<file path="config.mk">
export PLATFORM = sky130hd
export DESIGN_NAME = ahb2_sram_slave
export DESIGN_NICKNAME = d
export VERILOG_FILES = /design/src/rtl/ahb2_pkg.sv /design/src/rtl/ahb2_wbe_gen.sv /design/src/rtl/ahb2_sram_slave.sv
export SDC_FILE = /design/constraint.sdc
export NUM_CORES = 1
export LEC_CHECK = 0
export ABC_CLOCK_PERIOD_IN_PS = 3900
export CAP_MARGIN = 20
export CORE_AREA = 4 4 74 76
export CTS_CLUSTER_DIAMETER = 30
export DETAILED_ROUTE_END_ITERATION = 10
export DIE_AREA = 0 0 78 80
export DONT_BUFFER_PORTS = 1
export PLACE_DENSITY_LB_ADDON = 0.25
export SKIP_CTS_REPAIR_TIMING = 1
export SYNTH_ARGS = -nofsm -noshare
export SYNTH_HDL_FRONTEND = slang
export SYNTH_SLANG_ARGS = --single-unit
</file>
<file path="constraint.sdc">
create_clock -name hclk -period 3.9 [get_ports hclk]
set_clock_uncertainty 0.2 [all_clocks]
set_input_delay 0.39 -clock hclk [delete_from_list [all_inputs] [get_ports hclk]]
set_output_delay 0.39 -clock hclk [all_outputs]
set_load 0.05 [all_outputs]
</file>
<file path="src/rtl/ahb2_pkg.sv">
// Shared AHB2 encodings and the SRAM slave control states.
package ahb2_pkg;

    typedef enum logic [1:0] {
        HTRANS_IDLE   = 2'b00,
        HTRANS_BUSY   = 2'b01,
        HTRANS_NONSEQ = 2'b10,
        HTRANS_SEQ    = 2'b11
    } htrans_e;

    typedef enum logic [1:0] {
        HRESP_OKAY  = 2'b00,
        HRESP_ERROR = 2'b01,
        HRESP_RETRY = 2'b10,
        HRESP_SPLIT = 2'b11
    } hresp_e;

    localparam logic [2:0] HSIZE_BYTE  = 3'd0;
    localparam logic [2:0] HSIZE_HWORD = 3'd1;
    localparam logic [2:0] HSIZE_WORD  = 3'd2;
    localparam logic [2:0] HSIZE_DWORD = 3'd3;

    typedef enum logic [2:0] {
        ST_IDLE     = 3'd0,
        ST_WR_DP    = 3'd1,
        ST_RD_DP    = 3'd2,
        ST_RD_STALL = 3'd3,
        ST_ERR1     = 3'd4,
        ST_ERR2     = 3'd5
    } slave_state_e;

endpackage

</file>
<file path="src/rtl/ahb2_wbe_gen.sv">
// Little-endian byte-lane strobes plus size/alignment checks for one AHB transfer.
module ahb2_wbe_gen
    import ahb2_pkg::*;
#(
    parameter int unsigned  DATA_WIDTH = 32,
    localparam int unsigned STRB_W     = DATA_WIDTH / 8,
    localparam int unsigned OFF_W      = $clog2(STRB_W)
) (
    input  logic [OFF_W-1:0]  addr_lo,
    input  logic [2:0]        hsize,
    output logic [STRB_W-1:0] wbe,
    output logic              size_err,
    output logic              align_err
);

    localparam logic [2:0] MAX_SIZE = 3'(OFF_W);

    logic [STRB_W-1:0] lanes;
    logic [OFF_W-1:0]  align_mask;

    // Contiguous lane mask for the transfer size, before shifting into place.
    always_comb begin
        lanes = '1;
        case (hsize)
            HSIZE_BYTE:  lanes = STRB_W'(1);
            HSIZE_HWORD: lanes = STRB_W'(3);
            HSIZE_WORD:  lanes = STRB_W'(15);
            default:     lanes = '1;
        endcase
    end

    assign align_mask = OFF_W'((32'd1 << hsize) - 32'd1);
    assign wbe        = lanes << addr_lo;
    assign size_err   = hsize > MAX_SIZE;
    assign align_err  = |(addr_lo & align_mask);

endmodule

</file>
<file path="src/rtl/ahb2_sram_slave.sv">
// AHB2 slave bridging to a single-port synchronous SRAM; zero-wait writes and reads,
// with one stall when a read address phase collides with a write data phase.
module ahb2_sram_slave
    import ahb2_pkg::*;
#(
    parameter int unsigned  ADDR_WIDTH = 32,
    parameter int unsigned  DATA_WIDTH = 32,
    parameter int unsigned  MEM_BYTES  = 4096,
    localparam int unsigned STRB_W     = DATA_WIDTH / 8,
    localparam int unsigned OFF_W      = $clog2(STRB_W),
    localparam int unsigned WADDR_W    = $clog2(MEM_BYTES / STRB_W)
) (
    input  logic                  hclk,
    input  logic                  hreset_n,
    input  logic                  hsel,
    input  logic [ADDR_WIDTH-1:0] haddr,
    input  logic [1:0]            htrans,
    input  logic                  hwrite,
    input  logic [2:0]            hsize,
    input  logic [2:0]            hburst,
    input  logic [3:0]            hprot,
    input  logic [DATA_WIDTH-1:0] hwdata,
    input  logic                  hready,
    output logic                  hreadyout,
    output logic [1:0]            hresp,
    output logic [DATA_WIDTH-1:0] hrdata,
    output logic                  sram_cs,
    output logic                  sram_we,
    output logic [WADDR_W-1:0]    sram_addr,
    output logic [DATA_WIDTH-1:0] sram_wdata,
    output logic [STRB_W-1:0]     sram_wbe,
    input  logic [DATA_WIDTH-1:0] sram_rdata
);

    slave_state_e       state_q, state_d;
    logic [WADDR_W-1:0] waddr_q, waddr_d;
    logic [STRB_W-1:0]  wbe_q, wbe_d;

    logic [STRB_W-1:0]  wbe_c;
    logic [WADDR_W-1:0] haddr_word;
    logic               size_err, align_err, range_err;
    logic               can_accept, accept, xfer_err;
    logic               rd_req, wr_req, err_req;
    logic               unused_ok;

    assign unused_ok = ^{hburst, hprot};

    ahb2_wbe_gen #(
        .DATA_WIDTH (DATA_WIDTH)
    ) u_wbe_gen (
        .addr_lo   (haddr[OFF_W-1:0]),
        .hsize     (hsize),
        .wbe       (wbe_c),
        .size_err  (size_err),
        .align_err (align_err)
    );

    // Address-phase decode; reset gating keeps the read strobe quiet while held in reset.
    assign haddr_word = haddr[OFF_W +: WADDR_W];
    assign can_accept = state_q inside {ST_IDLE, ST_WR_DP, ST_RD_DP, ST_ERR2};
    assign accept     = hreset_n && can_accept && hsel && hready &&
                        ((htrans == HTRANS_NONSEQ) || (htrans == HTRANS_SEQ));
    assign range_err  = haddr >= ADDR_WIDTH'(MEM_BYTES);
    assign xfer_err   = range_err || size_err || align_err;
    assign rd_req     = accept && !hwrite && !xfer_err;
    assign wr_req     = accept &&  hwrite && !xfer_err;
    assign err_req    = accept && xfer_err;

    always_ff @(posedge hclk or negedge hreset_n) begin
        if (!hreset_n) begin
            state_q <= ST_IDLE;
            waddr_q <= '0;
            wbe_q   <= '0;
        end else begin
            state_q <= state_d;
            waddr_q <= waddr_d;
            wbe_q   <= wbe_d;
        end
    end

    always_comb begin
        state_d    = state_q;
        waddr_d    = waddr_q;
        wbe_d      = wbe_q;
        hreadyout  = 1'b1;
        hresp      = HRESP_OKAY;
        hrdata     = '0;
        sram_cs    = 1'b0;
        sram_we    = 1'b0;
        sram_addr  = '0;
        sram_wdata = '0;
        sram_wbe   = '0;

        if (accept) begin
            waddr_d = haddr_word;
            wbe_d   = hwrite ? wbe_c : '0;
        end

        case (state_q)
            ST_WR_DP: begin
                sram_cs    = 1'b1;
                sram_we    = 1'b1;
                sram_addr  = waddr_q;
                sram_wdata = hwdata;
                sram_wbe   = wbe_q;
            end
            ST_RD_DP: hrdata = sram_rdata;
            ST_RD_STALL: begin
                hreadyout = 1'b0;
                sram_cs   = 1'b1;
                sram_addr = waddr_q;
            end
            ST_ERR1: begin
                hreadyout = 1'b0;
                hresp     = HRESP_ERROR;
            end
            ST_ERR2: hresp = HRESP_ERROR;
            default: ;
        endcase

        // Reads strobe early unless a write data phase owns the port this cycle.
        if (rd_req && (state_q != ST_WR_DP)) begin
            sram_cs   = 1'b1;
            sram_addr = haddr_word;
        end

        case (state_q)
            ST_RD_STALL: state_d = ST_RD_DP;
            ST_ERR1:     state_d = ST_ERR2;
            default: begin
                if (err_req)     state_d = ST_ERR1;
                else if (wr_req) state_d = ST_WR_DP;
                else if (rd_req) state_d = (state_q == ST_WR_DP) ? ST_RD_STALL : ST_RD_DP;
                else             state_d = ST_IDLE;
            end
        endcase
    end

endmodule

</file>
After elaboration in Yosys (flattened, before gate mapping)

Cells that the tools add are included.

Register bits after elaboration: 17
Word-level logic and storage cells: 57
Output and inout bits: 83

Reduce and logical (&&, ||, !) cells: 22
Eq/ne operators: 9
Bitwise operators: 1
Muxes and demuxes: 17
Shift-type cells: 2
$add $sub $neg: 1
Order comparisons: 2

Operator list:

| kind                   | count |
|---|---|
| $mux W32               | 2 |
| $ge A32 B13 Y1 const B | 1 |
| $mux W10               | 2 |
| $logic_and A1 B1 Y1    | 10 |
| $mux W4                | 2 |
| $pmux W4 S2            | 1 |
| $reduce_or A2 Y1       | 4 |
| $eq A3 B1 Y1 const B   | 2 |
| $eq A3 B2 Y1 const B   | 2 |
| $eq A3 B3 Y1 const B   | 2 |
| $logic_not A3 Y1       | 2 |
| $mux W1                | 6 |
| $pmux W3 S2            | 1 |
| $eq A2 B2 Y1 const B   | 2 |
| $mux W2                | 2 |
| $reduce_bool A4 Y1     | 1 |
| $shl A4 B2 Y4          | 1 |
| $gt A3 B2 Y1 const B   | 1 |
| $logic_or A1 B1 Y1     | 3 |
| $mux W3                | 1 |
| $ne A3 B1 Y1 const B   | 1 |
| $shl A1 B3 Y2 const A  | 1 |
| $and A2 B2 Y2          | 1 |
| $logic_not A1 Y1       | 2 |
| $sub A2 B1 Y2 const B  | 1 |

Longest topological paths before layout

Depth in word-level cells: 12
Gate-level depth with buffers: 5

Cells and area by module

A second synthesis with hierarchy kept.

Cell total of the unflattened synthesis: 171
Area total of the unflattened synthesis: 1421.4 sq um

By module, submodules not included:

| module          | seq. area each (sq um) | area an instance (sq um) | cells each | times used |
|---|---|---|---|---|
| ahb2_sram_slave | 425.4                  | 1360.1                   | 160        | 1 |
| ahb2_wbe_gen    | 0.0                    | 61.3                     | 11         | 1 |

Least setup slack after synthesis

No wires, ideal clock.

Kind: register to output
Start: reg state_q[1]
End: out sram_addr[0]
Arrival: 2.287 ns
Setup slack: 1.023 ns
Stages on the path, launching flop included: 6
Cell sequence: dfrtp_1 nor2b_1 nand2_1 a211oi_1 buf_2 a32o_1

Word-level cells in the longest chain between the ends: 10
Elaborated cells on any way between the ends: 17

Ends and longest elaborated chain:

| what                                       | line                                         | source |
|---|---|---|
| start, declared                            | ahb2_sram_slave.sv:35                        | `slave_state_e state_q, state_d;` |
| start signal, assigned                     | ahb2_sram_slave.sv:75                        | `state_q <= state_d;` |
| $eq A3 B1 Y1, or another cell as far along | ahb2_sram_slave.sv:60, ahb2_sram_slave.sv:99 |  |
| $reduce_bool A4 Y1                         | ahb2_sram_slave.sv:60                        | `assign can_accept = state_q inside {ST_IDLE, ST_WR_DP, ST_RD_DP, ST_ERR2};` |
| $logic_and A1 B1 Y1 (4 in a row)           | ahb2_sram_slave.sv:61                        | `assign accept = hreset_n && can_accept && hsel && hready &&` |
| $logic_and A1 B1 Y1 (2 in a row)           | ahb2_sram_slave.sv:65                        | `assign rd_req = accept && !hwrite && !xfer_err;` |
| $logic_and A1 B1 Y1                        | ahb2_sram_slave.sv:122                       | `if (rd_req && (state_q != ST_WR_DP)) begin` |
| $mux W10 (*)                               | ahb2_sram_slave.sv:122                       |  |
| end, declared                              | ahb2_sram_slave.sv:29                        | `output logic [WADDR_W-1:0] sram_addr,` |

Mark *: on every way between the ends. The rest lies on a longest branch, timed or not.

Final worst setup path

Start: reg state_q[0]
End: out sram_wdata[30]

Word-level cells in the longest chain between the ends: 2

Ends and longest elaborated chain:

| what          | line                  | source |
|---|---|---|
| $eq A3 B1 Y1  | ahb2_sram_slave.sv:99 | `case (state_q)` |
| $mux W32      | ahb2_sram_slave.sv:99 |  |
| end, declared | ahb2_sram_slave.sv:30 | `output logic [DATA_WIDTH-1:0] sram_wdata,` |

No other way between the ends.

==> impl_metrics.toml <==
[layout]
drive_above_1_share = 0.2135
fin_nets = 292
area_growth_pct = 13.47
fillers = 478
antenna_cells_inserted = 0
multi_input_area_um2 = 975.9
regArea_um2 = 425.4

[routing]
drt_iter0_markers = 32
vias = 1423
first_pass_iters = 4
ant_nets = 0
drc = 0
wirelength_um = 5429
wl_per_cell_um = 22.16
viasPerCell = 5.808

[outcome]
outcome = "completed"

[timing]
max-slew-margin-rel = 0.4771
rsz0062_at_grt = "false"
finalMaxSlewViolations = 0
fmax_mhz = 354.6
period_share = 0.7231
tns_ps = 0
period_needed_ps = 2820
worst_pin_slew_ps = 781.8
setup_viol = 0
hold_viol_final = 0

[cts]
cts_inserted_buffers = 3
cts_root_buf = "clkbuf_8"
cts_sinks = 17
clkSlewWorstSetupHoldPaths_ps = 60
cts_tree = "yes"
clk_path_buf_depth = 2
clock_latency_ps = 250
htreeDepth = 1

[floorplanning]
rows = 25
core-area_mm2 = 0.004723
start_util = 0.3107
die_w_um = 78
die-area_mm2 = 0.006240
die_h_um = 80
io_pins = 196

[critical_path]
reg2reg_from = "state_q[0]$_DFF_PN0_"
setup.worst_path.class = "flop to output port"
critPathLaunch = "state_q[0]$_DFF_PN0_"
critPathCaptureType = "output port"
reg2reg_depth = 4
critPathRequiredTime_ps = 3310
cp.arrival_ps = 2230
rrSetupSlack_ps = 1630
start_kind = "flop"
path_max_fanout = 29
cp-endpoint = "sram_wdata[30]"
rr_endpoint = "state_q[0]$_DFF_PN0_"

[logic_synthesis]
ys_types = 34
ys_ff_latch = 17
ys.flop_type = "dfrtp_1"
synthesis.area_mm2 = 0.001468
seq_area_frac_synth = 0.2899
syn_inst = 174
synth.yosys.warnings = 0
synth_nets = 287
synth_edf_count = 0
avgSynthCellArea_um2 = 8.435
synthArstFlopShare = 1.000

[pwr]
pwr-share-comb = 0.670
internal_power_mw = 0.5119
p_switching_mw = 0.7572
leakage_nw = 0.7901
ir_drop_mv = 0.2120
pwr_density_cell_mw_per_mm2 = 762.1
p_seq_frac = 0.229
switching_share = 0.5966
finalPower_mw = 1.269
power_frac_clock = 0.102

[job]
drv_cap = 0

[global_route]
grt_pass1_vias = 1500
track_usage = 0.1550
grt_max_degree = 39
antenna_found_initial = 0
gr-total-overflow = 0
grt_first_pass_wirelength_um = 7700

[placement]
io_buffer_count = 0
routabilityCongestion = 0.7966

[worst_hold_path]
holdCritPathClass = "input pin to flop"
cell usage after synthesis, types with 2 or more instances:
master / count / area, µm²
and3_1: 36 / 225.2
and2_1: 34 / 212.7
dfrtp_1: 17 / 425.4
clkbuf_1: 13 / 48.80
a32o_1: 10 / 100.1
mux2_2: 10 / 112.6
nand2_1: 10 / 37.54
nor2_1: 4 / 15.01
nor4_1: 4 / 25.02
buf_2: 3 / 15.01
o21ai_0: 3 / 15.01
o31ai_1: 3 / 22.52
nand2b_1: 2 / 12.51
nor2b_1: 2 / 12.51
nor4_2: 2 / 25.02
o31ai_2: 2 / 25.02
o41ai_1: 2 / 17.52
layout make-up:
type,count,area share
timing repair buffer,17,0.07814
tap,67,0.05034
inverter,1,0.002254
clock inverter,1,0.003005
multi-input combinational,139,0.5860
clock buffer,3,0.02479
sequential,17,0.2554
per-stage QoR:
step	instance area, µm²	util	hold slack (ps)	worst slack (ps)	cells
floorplan	1468	-	-105.6	1023	174
global placement	1609	0.3407	-105.1	1472	240
detailed placement	1609	0.3407	-104.7	1331	240
CTS	1655	0.3505	-382.8	1050	244
global route	1665	0.3526	25.93	960.0	245
finish	1665	0.3526	33.06	1080	245
critical path: stages (launching register included):
cell	delay [ps]
dfrtp_1	420
nor2b_2	680
buf_4	370
and3_1	510
metal layers:
metal,global-route usage,share of wire,vias to the layer above
met5,0,0,-
met3,0.03273,0.11,2
met1,0.1455,0.33,655
met4,0.05245,0.0050,0
met2,0.3245,0.56,124
li1,-,-,642
logic make-up after synthesis:
family	share of synthesized area
AO/OA/AOI/OAI	0.1586
flip-flops	0.2899
buffers and inverters	0.05115
multiplexers	0.08355
other	0.002555
AND/OR/NAND/NOR	0.4143
registers in the layout, indices dropped and copies added (netlist names):
| signal | flops |
|---|---|
| wbe_q | 4 |
| waddr_q | 10 |
| state_q | 3 |
layout by cell type, fill, tap and decap left out:
cell type      instances
o31a_1                 1
buf_4                 16
inv_1                  1
mux2i_1                1
o31ai_1                3
o211ai_1               1
or2_2                  1
nand2_1               10
conb_1                 1
nor2b_2                1
nor4_1                 3
a21o_1                 1
a2111oi_0              1
a21oi_1                1
o21ai_0                3
a211oi_1               1
nand2b_1               2
a32o_1                10
and4_1                 1
nor2b_1                1
and3_1                36
nand4_1                1
o21a_1                 1
nor3_1                 1
nand3_1                1
dlygate4sd3_1          1
dfrtp_1               17
or4_4                  1
nor4_2                 3
clkinv_2               1
clkbuf_8               3
and2_1                34
mux2_2                10
nor2_1                 4
o41ai_1                2
o31ai_2                2
power by group through the flow:
| stage | Clock, mW | Combinational, mW | Sequential, mW |
|---|---|---|---|
| after floorplan | 0 | 0.738 | 0.278 |
| after global placement | 0 | 0.840 | 0.284 |
| after detailed placement | 0 | 0.853 | 0.292 |
| after CTS | 0.137 | 0.854 | 0.289 |
| after global routing | 0.145 | 0.886 | 0.298 |
| final | 0.129 | 0.850 | 0.290 |
worst min-delay path by stage:
stage,slack (ps),to,cells past startpoint,from
2_1_floorplan,-110,state_q[0]$_DFF_PN0_,0,hreset_n
3_5_place_dp,-100,waddr_q[7]$_DFFE_PN0P_,0,hreset_n
5_1_grt,30,state_q[1]$_DFF_PN0_,1,hwrite
6_report,30,wbe_q[0]$_DFFE_PN0P_,1,haddr[0]
3_3_place_gp,-110,waddr_q[7]$_DFFE_PN0P_,0,hreset_n
4_1_cts,-380,waddr_q[7]$_DFFE_PN0P_,0,hreset_n
Power figures use the tool's default switching activity.
==> patch 1 (same flow settings) <==
`ADDR_WIDTH`: 32 -> 36.
--- a/src/rtl/ahb2_sram_slave.sv
+++ b/src/rtl/ahb2_sram_slave.sv
@@ -4,5 +4,5 @@
     import ahb2_pkg::*;
 #(
-    parameter int unsigned  ADDR_WIDTH = 32,
+    parameter int unsigned  ADDR_WIDTH = 36,
     parameter int unsigned  DATA_WIDTH = 32,
     parameter int unsigned  MEM_BYTES  = 4096,
Ports: changed (resized haddr); port bits go from 196 to 200. No check against the original RTL was run, so the function may have changed too.
==> patch 1 against the original RTL <==
- sequential cell count stayed put
- wire length is 5.6% higher
- final area is 1.8% lower
- largest power group unchanged
- setup slack worse by 0.082 ns
- hold slack worse by 0.020 ns
- total power is 17% lower
- synthesized area is 3.7% higher
- sequential power is 4% lower
- core utilization is 0.64 points lower
==> patch 1: results (changes against the original RTL) <==
outcome finished clean (unchanged); largest net degree at the start of global routing 38 (was 39); Clock transition at path regs 0.07 ns; sequential share of the synthesized area 28.0% (was 29.0%); DRT Wirelength 5740 µm (was 5430 µm); DP Area 0.00157 mm² (was 0.00161 mm²); critical path's slowest cell o21bai_2 (was nor2b_2); Top delay family on crit path simple AND/OR/NAND/NOR gates (unchanged); library cells used by synthesis 33 (was 34); Clock Path Buffers 2 (unchanged); 1st-iter DRT viols 39 (was 32); # nets final 324 (was 292); Via Count 1428 (was 1423); worst-skew pair later-pin latency 0.25 ns (about the same); Synth Net Count 328 (was 287); synth top area cells and2_1, dfrtp_1, nand2_1, o21ai_2, nor4_1 (was dfrtp_1, and3_1, and2_1, mux2_2, a32o_1); RD Place Congestion 0.759 (was 0.797); H-tree levels 1 (unchanged); yosys warns 0 (unchanged); vias in the first global route 1315 (was 1500); first-pass GRT wire length 7470 µm (was 7700 µm); Max transition margin 31.6% (was 47.7%); biggest regs waddr_q x10, wbe_q x4, state_q x3 (unchanged); Port Buf Inserts 0 (unchanged); clock root buffer clkbuf_8 (unchanged); Static Leakage 0.724 nW (was 0.790 nW); initial antenna violation count 2 (was 0); Critical Path AT 2.31 ns (was 2.23 ns); ys flop type dfrtp_1 (unchanged); most frequent cells after synthesis and2_1, nand2_1, dfrtp_1 (was and3_1, and2_1, dfrtp_1); ys async rst share 100% (unchanged); worst-path fanout max 13 (was 29); CP max stage delay 0.68 ns (about the same); fill count 517 (was 478); share of layout cells above drive strength 1 10.2% (was 21.3%); type of the most critical hold path input port to register (unchanged); HPWL after DPL 4820 µm; Peak VDD IR 0.000168 V (was 0.000212 V); clock buffers created by TritonCTS 3 (unchanged); diodes inserted 0 (unchanged); overall routing resource usage 15.8% (was 15.5%); 1st-pass router iterations 4 (unchanged)
==> patch 1: kinds of logic (layout without fill, tap and decap cells) <==
family / Yosys count / count (layout) / share of synthesized area (%)
multiplexers: 1 / 1 / 0.658
flip-flops: 17 / 17 / 28.0
AND/OR/NAND/NOR: 157 / 157 / 55.8
other: 1 / 1 / 0.246
buffers and inverters: 14 / 9 / 4.61
AO/OA/AOI/OAI: 21 / 21 / 10.7
==> patch 1: per-stage QoR <==
step / utilization, % / setup WS [ns] / cells
after floorplan: - / 1.17 / 211
after global placement: 33.2 / 1.04 / 267
after detailed placement: 33.2 / 1.01 / 267
after CTS: 34.2 / 0.964 / 271
after global routing: 34.6 / 0.754 / 273
final: 34.6 / 0.998 / 273
==> patch 1: where the power goes <==
part           internal (W)  switching, W  total, W
logic              0.000110      0.000536  0.000646
registers          0.000236     0.0000419  0.000278
clock network     0.0000725     0.0000594  0.000132
==> patch 1: layout make-up <==
class	count	area [µm²]	area share (%)
Multi-Input combinational cell	180	1040	63.4
Timing Repair Buffer	5	43.8	2.68
Tap cell	67	83.8	5.13
Clock buffer	4	45.0	2.75
Sequential cell	17	425	26.0
==> patch 1: per-layer routing <==
metal	GRT usage, %	vias to the layer above	part of all wire (%)
met2	28.4	91	53
met5	0	-	0.42
li1	-	676	-
met4	4.20	4	0.63
met1	16.5	651	34
met3	7.45	6	12
==> patch 1: final timing paths <==
kind | start | depth (start not counted) | slack (ns) | endpoint
setup / recovery | state_q[2] | 4 | 1.0 | sram_cs
hold / removal | hwrite | 1 | 0.01 | state_q[1]
setup reg to reg | state_q[2] | 4 | 1.88 | wbe_q[2]
hold reg to reg | waddr_q[0] | 2 | 0.28 | waddr_q[0]
max in group asynchronous | hreset_n | 1 | 2.55 | state_q[2]
min in group asynchronous | hreset_n | 1 | 0.46 | waddr_q[7]
==> patch 2 (same flow settings) <==
Made on the original files. `waddr_q` no longer has a reset.
--- a/src/rtl/ahb2_sram_slave.sv
+++ b/src/rtl/ahb2_sram_slave.sv
@@ -70,11 +70,13 @@
         if (!hreset_n) begin
             state_q <= ST_IDLE;
-            waddr_q <= '0;
             wbe_q   <= '0;
         end else begin
             state_q <= state_d;
-            waddr_q <= waddr_d;
             wbe_q   <= wbe_d;
         end
+    end
+
+    always_ff @(posedge hclk) begin
+        waddr_q <= waddr_d;
     end
 
Behaviour: no difference found for any inputs over 10 cycles, from zero or initial values and one cycle with hreset_n low; that may be too few to reach the edited logic, so the function may still have changed.
==> patch 2 against the original RTL <==
- synthesized area is 2.6% lower
- final area is 7.2% lower
- wire length shrank 7.8%
- register-to-register slack improved by 0.27 ns
- count of clock-buffer cells in the layout did not move
- setup slack better by 0.17 ns
- sequential cell count unchanged
- non-clock buffer count decreased by 10
- total power down 12%
- largest cell class unchanged
- largest power group unchanged
- highest routed layer unchanged
==> patch 2: results (changes against the original RTL) <==
ys flop type edfxtp_1 (was dfrtp_1); HP Start haddr[10] (was haddr[0]); most frequent cells after synthesis and3_1, and2_1, clkbuf_1 (was and3_1, and2_1, dfrtp_1); Finished Cell Area 0.00155 mm² (was 0.00167 mm²); share of layout cells above drive strength 1 16.4% (was 21.3%); fill count 486 (was 478); worst hold path endpoint waddr_q[8] (was wbe_q[0]); vias in the first global route 1293 (was 1500); RD Place Congestion 0.773 (was 0.797); DRT Wirelength 5010 µm (was 5430 µm); worst slew pin tran 1.14 ns (was 0.782 ns); Peak VDD IR 0.000172 V (was 0.000212 V); vias per inst 5.79 (was 5.81); R2R Path Start state_q[1] (was state_q[0]); library cells used by synthesis 40 (was 34); Critical Path AT 2.06 ns (was 2.23 ns); # nets final 273 (was 292); sequential share of the synthesized area 33.2% (was 29.0%); first-pass GRT wire length 6760 µm (was 7700 µm); worst-path fanout max 44 (was 29); outcome finished clean (unchanged); type of the most critical hold path input port to register (unchanged); Static Leakage 0.735 nW (was 0.790 nW); synth top area cells edfxtp_1, and3_1, and2_1, dfrtp_1, a32o_2 (was dfrtp_1, and3_1, and2_1, mux2_2, a32o_1); hold depth 0 (was 1); 1st-iter DRT viols 48 (was 32); HPWL after DPL 4200 µm; overall routing resource usage 13.7% (was 15.5%); multiplexer share of the synthesized area 0% (was 8.35%); number of synthesized flops with an enable pin 10 (was 0); R2R setup slack 1.90 ns (was 1.63 ns); Synth Area in Compound Gates 17.8% (was 15.9%); Synth Net Count 277 (was 287); largest net degree at the start of global routing 45 (was 39)
## patch 2: changes by cell type after synthesis, moves of 8 or more
| cell | before | now |
|---|---|---|
| dfrtp_1 | 17 | 7 |
| a32o_2 | 0 | 9 |
| mux2_2 | 10 | 0 |
| edfxtp_1 | 0 | 10 |
| a32o_1 | 10 | 2 |
## patch 2: how the worst max path moves through the flow
stage | from | endpoint | slack, ns | depth (start not counted)
after floorplan | state_q[1] | sram_addr[0] | 1.02 | 5
after global placement | haddr[30] | sram_addr[6] | 1.32 | 4
after detailed placement | haddr[30] | sram_addr[5] | 1.25 | 4
after CTS | state_q[0] | hreadyout | 1.21 | 3
after global routing | haddr[30] | sram_addr[1] | 1.12 | 4
final | state_q[0] | hreadyout | 1.25 | 3
## patch 2: cell type report
cell class,instances,share of cell area (%)
Clock buffer,3,2.67
Clock inverter,1,0.486
Inverter,3,0.729
Multi-Input combinational cell,128,56.4
Sequential cell,17,30.8
Tap cell,67,5.43
Timing Repair Buffer,7,3.56
## patch 2: kinds of logic (layout without fill, tap and decap cells)
logic type | count (synthesis) | count (layout)
other | 1 | 1
and+or+nand+nor | 98 | 98
buffers and inverters | 19 | 14
DFF | 17 | 17
AOI/OAI and AO/OA | 29 | 29
## patch 2: metal layers
layer	global-route usage [%]	vias to the layer above	part of all wire (%)
li1	-	591	-
met5	0	-	0
met1	13.0	591	32
met3	1.81	4	9.6
met2	29.5	122	57
met4	4.20	0	1.0
## patch 2: critical path, stage by stage (launching register included)
cell and delay [ns]:
dfrtp_1 0.43, nor2b_2 0.21, buf_4 0.24, a22oi_1 0.92
## patch 2: where the power goes
part           switching, W  leakage (nW)  internal [W]
clock network     0.0000638        0.0217     0.0000719
registers         0.0000217         0.183      0.000218
logic              0.000616         0.530      0.000127
## patch 2: per-stage QoR
| step | hold WS [ns] | cells | utilization, % | worst slack [ns] | power, W |
|---|---|---|---|---|---|
| global placement | -0.105 | 221 | 31.5 | 1.32 | 0.000982 |
| CTS | -0.386 | 225 | 32.5 | 1.21 | 0.00113 |
| finish | 0.0236 | 226 | 32.7 | 1.25 | 0.00112 |
| detailed placement | -0.105 | 221 | 31.5 | 1.25 | 0.000989 |
| floorplan | -0.106 | 164 | - | 1.02 | 0.000922 |
| global route | 0.0178 | 226 | 32.7 | 1.12 | 0.00116 |
